## src/rtl/etapa_salida.sv

```systemverilog
// etapa_salida: sign correction with divide-by-zero/overflow flags for the signed divider,
// buffered in a 2-entry FIFO so the non-stallable pipeline can hand results to a slow consumer.
module etapa_salida #(
    parameter int AnchoDv = 15,
    parameter int AnchoQ  = 15
) (
    input  logic             clk,
    input  logic             reset,
    input  logic             goIn,
    input  logic [AnchoQ:0]  quotMagIn,
    input  logic [AnchoDv:0] remMagIn,
    input  logic             negDivisorIn,
    input  logic             negDividendIn,
    input  logic             DivisorNoCeroIn,
    input  logic             readyIn,
    output logic             validOut,
    output logic [AnchoQ:0]  quotientOut,
    output logic [AnchoDv:0] remainderOut,
    output logic             divZeroOut,
    output logic             overflowOut,
    output logic             fullOut,
    output logic             lostOut
);
    localparam int EW = AnchoQ + AnchoDv + 4;
    localparam logic [AnchoQ:0] QLim = {1'b1, {AnchoQ{1'b0}}};

    typedef enum logic [1:0] {EMPTY, ONE, FULL} state_t;

    state_t          state_q, state_d;
    logic [EW-1:0]   head_q, head_d, tail_q, tail_d, entry;
    logic            lost_q, lost_d;
    logic            neg_quot, ovf_c, push, pop, drop;
    logic [AnchoQ:0] quot_c;
    logic [AnchoDv:0] rem_c;

    // Entry layout: {quotient, remainder, divZero, overflow}
    always_comb begin
        neg_quot = negDivisorIn ^ negDividendIn;
        quot_c   = neg_quot ? -quotMagIn : quotMagIn;
        rem_c    = negDividendIn ? -remMagIn : remMagIn;
        ovf_c    = (!neg_quot & quotMagIn[AnchoQ]) | (neg_quot & (quotMagIn > QLim));
        entry    = DivisorNoCeroIn ? {quot_c, rem_c, 1'b0, ovf_c} : {{(EW-2){1'b0}}, 2'b10};
    end

    assign pop  = (state_q != EMPTY) & readyIn;
    assign push = goIn & ((state_q != FULL) | pop);
    assign drop = goIn & ~push;

    always_comb begin
        state_d = state_q;
        head_d  = head_q;
        tail_d  = tail_q;
        lost_d  = lost_q | drop;
        case (state_q)
            EMPTY: begin
                state_d = push ? ONE : EMPTY;
                head_d  = push ? entry : head_q;
            end
            ONE: begin
                state_d = (push && !pop) ? FULL : (pop && !push) ? EMPTY : ONE;
                head_d  = pop ? (push ? entry : '0) : head_q;
                tail_d  = (push && !pop) ? entry : tail_q;
            end
            FULL: begin
                state_d = (pop && !push) ? ONE : FULL;
                head_d  = pop ? tail_q : head_q;
                tail_d  = pop ? (push ? entry : '0) : tail_q;
            end
            default: state_d = EMPTY;
        endcase
    end

    always_ff @(posedge clk or negedge reset) begin
        if (!reset) begin
            state_q <= EMPTY;
            head_q  <= '0;
            tail_q  <= '0;
            lost_q  <= 1'b0;
        end else begin
            state_q <= state_d;
            head_q  <= head_d;
            tail_q  <= tail_d;
            lost_q  <= lost_d;
        end
    end

    assign validOut = (state_q != EMPTY);
    assign fullOut  = (state_q == FULL);
    assign lostOut  = lost_q;
    assign {quotientOut, remainderOut, divZeroOut, overflowOut} = head_q;
endmodule

```

## config.mk

```make
export PLATFORM = sky130hd
export DESIGN_NAME = etapa_salida
export DESIGN_NICKNAME = d
export VERILOG_FILES = /design/src/rtl/etapa_salida.sv
export SDC_FILE = /design/constraint.sdc
export NUM_CORES = 1
export LEC_CHECK = 0
export CAP_MARGIN = 40
export CORE_MARGIN = 1
export CORE_UTILIZATION = 50
export CTS_CLUSTER_SIZE = 24
export DETAILED_ROUTE_END_ITERATION = 8
export PLACE_DENSITY = 0.76
export SYNTH_ARGS = -nofsm -noshare
export SYNTH_HDL_FRONTEND = slang
export SYNTH_SLANG_ARGS = --single-unit
```

## constraint.sdc

```tcl
create_clock -name clk -period 5.9 [get_ports clk]
set_input_delay 1.475 -clock clk [delete_from_list [all_inputs] [get_ports clk]]
set_output_delay 1.475 -clock clk [all_outputs]
set_load 0.005 [all_outputs]
```

== Word level (Yosys, flattened, before mapping) ==
Index checks and enable logic that the tools add are counted.

* Input port bits: 39
* Register bits after elaboration: 71
* Output and inout bits: 37
* Word-level logic and storage cells: 50

* Muxes and demuxes: 15
* Magnitude comparators: 1
* Reductions and logical operators: 11
* Equality and inequality tests: 7
* Bitwise logic cells: 10
* Add/sub/neg operators: 2

{| class="wikitable"
|+ Operators with widths
! operator !! count
|-
| $mux W34 || 6
|-
| $pmux W34 S3 || 1
|-
| $pmux W34 S2 || 1
|-
| $mux W16 || 2
|-
| $neg A16 Y16 || 2
|-
| $gt A16 B16 Y1 const B || 1
|-
| $ne A2 B2 Y1 const B || 4
|-
| $pmux W2 S3 || 1
|-
| $and A1 B1 Y1 || 5
|-
| $mux W2 || 2
|-
| $reduce_and A4 Y1 || 1
|-
| $reduce_bool A2 Y1 || 2
|-
| $logic_not A1 Y1 || 3
|-
| $or A1 B1 Y1 || 3
|-
| $reduce_and A3 Y1 || 1
|-
| $reduce_bool A3 Y1 || 1
|-
| $eq A2 B1 Y1 const B || 1
|-
| $eq A2 B2 Y1 const B || 1
|-
| $logic_and A1 B1 Y1 || 2
|-
| $logic_not A2 Y1 || 1
|-
| $mux W1 || 2
|-
| $ne A2 B1 Y1 const B || 1
|-
| $not A1 Y1 || 1
|-
| $xor A1 B1 Y1 || 1
|}

== Longest topological paths before layout ==
* Word-level depth: 9
* Depth in mapped cells: 13
* Depth with buffers taken out: 12

== Worst setup path after synthesis ==
Ideal clock, no wire load.

* Path kind: in2reg
* From: input quotMagIn[0]
* To: register head_q[0]
* Setup slack: 2.759 ns
* Buffers on the path: 0
* Stages: 6
* Setup time: 0.136 ns
* Arrival time: 3.005 ns
* Data required time: 5.764 ns
* Cells stage by stage: inv_1 -> ha_1 -> or3b_1 -> or4_4 -> o311ai_2 -> o211ai_1

* Word-level cells in the longest chain between the ends: 7
* Elaborated cells on any way between the ends: 8
* Those cells by class: order compare: 1; mux: 5; bitwise: 2

{| class="wikitable"
|+ Ends and longest elaborated chain
! element !! RTL line !! source
|-
| start: declaration || 10 || <nowiki>input logic [AnchoQ:0] quotMagIn,</nowiki>
|-
| $gt A16 B16 Y1 * || 41 || <nowiki>ovf_c = (!neg_quot & quotMagIn[AnchoQ]) | (neg_quot & (quotMagIn > QLim));</nowiki>
|-
| $and A1 B1 Y1 * || 41 ||
|-
| $or A1 B1 Y1 * || 41 ||
|-
| $mux W34 * || 42 || <nowiki>entry = DivisorNoCeroIn ? {quot_c, rem_c, 1'b0, ovf_c} : {{(EW-2){1'b0}}, 2'b10};</nowiki>
|-
| $mux W34 (2 in series) || 61 || <nowiki>head_d = pop ? (push ? entry : '0) : head_q;</nowiki>
|-
| $pmux W34 S3 * || 54 || <nowiki>case (state_q)</nowiki>
|-
| end signal: assignment || 76 || <nowiki>head_q <= '0;</nowiki>
|-
| end signal: assignment || 81 || <nowiki>head_q <= head_d;</nowiki>
|-
| end: declaration || 30 || <nowiki>logic [EW-1:0] head_q, head_d, tail_q, tail_d, entry;</nowiki>
|}

Mark *: on every way between the ends. The rest lies on a longest branch, timed or not. The select of a mux whose other input is x is not followed.
A chain may end at the register's enable or synchronous reset.

== Final worst setup path ==
* From: input readyIn
* To: register tail_q[11]

* Word-level cells in the longest chain between the ends: 6
* Elaborated cells on any way between the ends: 11
* Those cells by class: eq/ne: 2; mux: 3; bitwise: 3; reduce/logical: 3

{| class="wikitable"
|+ Ends and longest elaborated chain
! element !! RTL line !! source
|-
| start: declaration || 15 || <nowiki>input logic readyIn,</nowiki>
|-
| $and A1 B1 Y1 * || 45 || <nowiki>assign pop = (state_q != EMPTY) & readyIn;</nowiki>
|-
| $or A1 B1 Y1 || 46 || <nowiki>assign push = goIn & ((state_q != FULL) | pop);</nowiki>
|-
| $and A1 B1 Y1 || 46 ||
|-
| $mux W34 or $logic_and A1 B1 Y1 (tied branches) || 67, 62 ||
|-
| $mux W34 or $ne A2 B2 Y1 (tied branches) || - ||
|-
| $pmux W34 S2 or $reduce_and A3 Y1 (tied branches) || - ||
|-
| end signal: assignment || 82 || <nowiki>tail_q <= tail_d;</nowiki>
|-
| end: declaration || 30 ||
|}

Marked as above.

==> metrics <==
status finished clean; number of synthesized flops with an enable pin 0; Iteration-0 DRC Markers 258; detailed-route vias per instance 5.74; Port Buffers 75; Setup Skew 3.81 ps; final cell count without fillers 586; worst setup path category input pin to register; CTS tree yes; worst-skew pair later-pin latency 340 ps; crit-path max cell delay 530 ps; critical path, cell by cell clkdlybuf4s50_1 > nand2b_1 > nand2_1 > nand2_1 > inv_1 > ha_1 > inv_1 > a21oi_1 > a21boi_1 > nand2_1 > o21ai_0; clk sink count 71; leading post-synthesis cells by cell area dfrtp_1 46%, nand2_1 7.7%, o211ai_1 4.9%; worst path arrival time 4120 ps; Syn Area/Cell 9.31 um2; die area 8010 um2; Synth area leader dfrtp_1; Data required, critical path 6140 ps; Clock Tree Buf Depth 2; RSZ-0062 raised after global routing no; slowest CP cell nand2_1; vias 3,364; share of the synthesized area in the top cell type 0.464; # resized after CTS 0; internal power 1.34 mW; P&R area growth vs syn 27.7%; combinational power share 0.470; row count 31; final setup TNS 0 ps; DRT Pass-1 Iters 5; Routed Antenna Nets 0; initial antenna violation count 0; Clock transition at path regs 70 ps; Switching Fraction 0.387; Syn Std Cell Area 3830 um2; total I/O pin count 76; final setup fails 0; total power per unit cell area 447 nW/um2; Leak 2.02 nW; ys async rst share 1.00; Post-Syn Nets 458; post-detailed-routing wire length 9470 um; Gate Count Post-Synth 411; largest net degree at the start of global routing 65; first-pass GRT wire length 15,600 um; Starting Density 0.522; max cap viols 0; placed cell area 4700 um2; worst hold margin 476 ps; Peak VDD IR 0.214 mV; Flop pwr share 0.354; Critical Path Fanout Max 21; Chip Height 89.5 um; DIE WIDTH 89.5 um; layout cells sized above 1 0.0801; final worst-path cycle share 0.658; residual DRC count 0; most used cell, CP nand2_1; Worst Tran Pin Value 733 ps; CP Capture Type register; gpl congestion 0.882; post-layout util 0.666; CTS H-tree lvls 3; vias in the first global route 3,220; Clk pwr share 0.176; Overflow after GRT 0; Max-slew headroom 0.507; Final min period 3880 ps; hold bufs inserted after CTS 0; sequential area share after synthesis 0.464; Synth Warn # 0; number of synthesized register bits 71; fin nets 529; CTS buffer count 9; number of diodes 0; library cells used by synthesis 51; fin area 4890 um2; Root Driver clkbuf_8; Post-DP HPWL 6720 um; GRT Total Usage 0.258; Max Freq 258 MHz; DR WL/cell 16.2 um; Hold Crit Class register to register; Post-CTS Setup Inserts 0; CORE AREA 7330 um2; Post-synth top flop dfrtp_1; type of origin of the critical path input pin; Net Switching 846 uW; count of final hold-check violations 0; cell total after placement 570; Final Max Tran Viols 0
cell type report:
cell class / count / area (um2)
Clock inverter: 4 / 45.0
Inverter: 14 / 52.6
Fill cell: 604 / 2440
Sequential cell: 71 / 1780
Tap cell: 99 / 124
Timing Repair Buffer: 81 / 831
Clock buffer: 12 / 145
Multi-Input combinational cell: 305 / 1910
power by group through the flow:
stage,clock network (mW),registers [mW],logic [mW]
floorplan,0,0.768,0.591
global placement,0,0.772,0.967
detailed placement,0,0.782,1.03
CTS,0.393,0.773,1.03
global route,0.414,0.793,1.14
finish,0.384,0.773,1.03
Yosys cell counts, types with 4 or more instances:
cell type,number
xor2_1,11
nand2_1,79
a31oi_1,4
nand2b_1,4
inv_1,14
ha_1,8
or3_1,6
dfrtp_1,71
nor2_1,21
o21ai_0,27
a21oi_1,16
o211ai_1,25
o21ai_1,9
clkbuf_1,17
o31ai_1,4
o41ai_2,5
o21a_1,8
xnor2_1,15
nand3_1,17
flip-flops by register name, summed over array words and instances (netlist names):
register / cells
head_q: 34
lostOut: 1
state_q: 2
tail_q: 34
layer usage:
metal,vias to the layer above,global-route usage,share of wire
li1,1610,-,-
met2,119,0.414,0.49
met3,13,0.0369,0.042
met1,1622,0.353,0.45
met4,0,0.105,0.016
met5,-,0,0
metrics by stage:
step,setup slack [ps],power [mW]
after global placement,1880,1.74
after floorplan,2760,1.36
after detailed placement,1700,1.81
after CTS,2050,2.20
final,2020,2.18
after global routing,1720,2.35
placed cells by master, fill, tap and decap left out, drive strengths merged, types with 4 or more instances in the layout:
cell and count:
nand2 79, clkdlybuf4s50 74, dfrtp 71, o21ai 36
o211ai 25, nor2 21, nand3 17, a21oi 16
xnor2 16, inv 14, xor2 12, clkbuf 12
o21a 8, ha 8, buf 7, or3 6
o41ai 6, or4 5, nand2b 4, a31oi 4
o31ai 4, nor4 4
worst paths after layout:
path	from	endpoint	slack (ps)	depth (start not counted)
min in group asynchronous	reset	head_q[16]	1030	2
worst max register to register	state_q[0]	tail_q[11]	2800	12
worst max-delay path	readyIn	tail_q[11]	2020	11
worst min-delay path	lostOut	lostOut	480	1
worst min register to register	lostOut	lostOut	480	1
max in group asynchronous	reset	state_q[0]	4340	3
critical path, delay by kind of cell:
kind                     cells  cell delay [ps]
AO/OA/AOI/OAI                3             1040
buffers and inverters        3              570
AND/OR/NAND/NOR              4              880
adder cells (fa/ha/maj)      1              160
cell families (layout without fill, tap and decap cells):
| kind of cell | Yosys count | in the layout | synth area share |
|---|---|---|---|
| compound gates | 122 | 122 | 0.225 |
| xor+xnor | 28 | 28 | 0.0709 |
| fa+ha+maj | 8 | 8 | 0.0262 |
| buf+inv | 35 | 111 | 0.0369 |
| flops | 71 | 71 | 0.464 |
| mux | 1 | 1 | 0.00294 |
| simple gates | 146 | 146 | 0.174 |
Power figures use the tool's default switching activity.
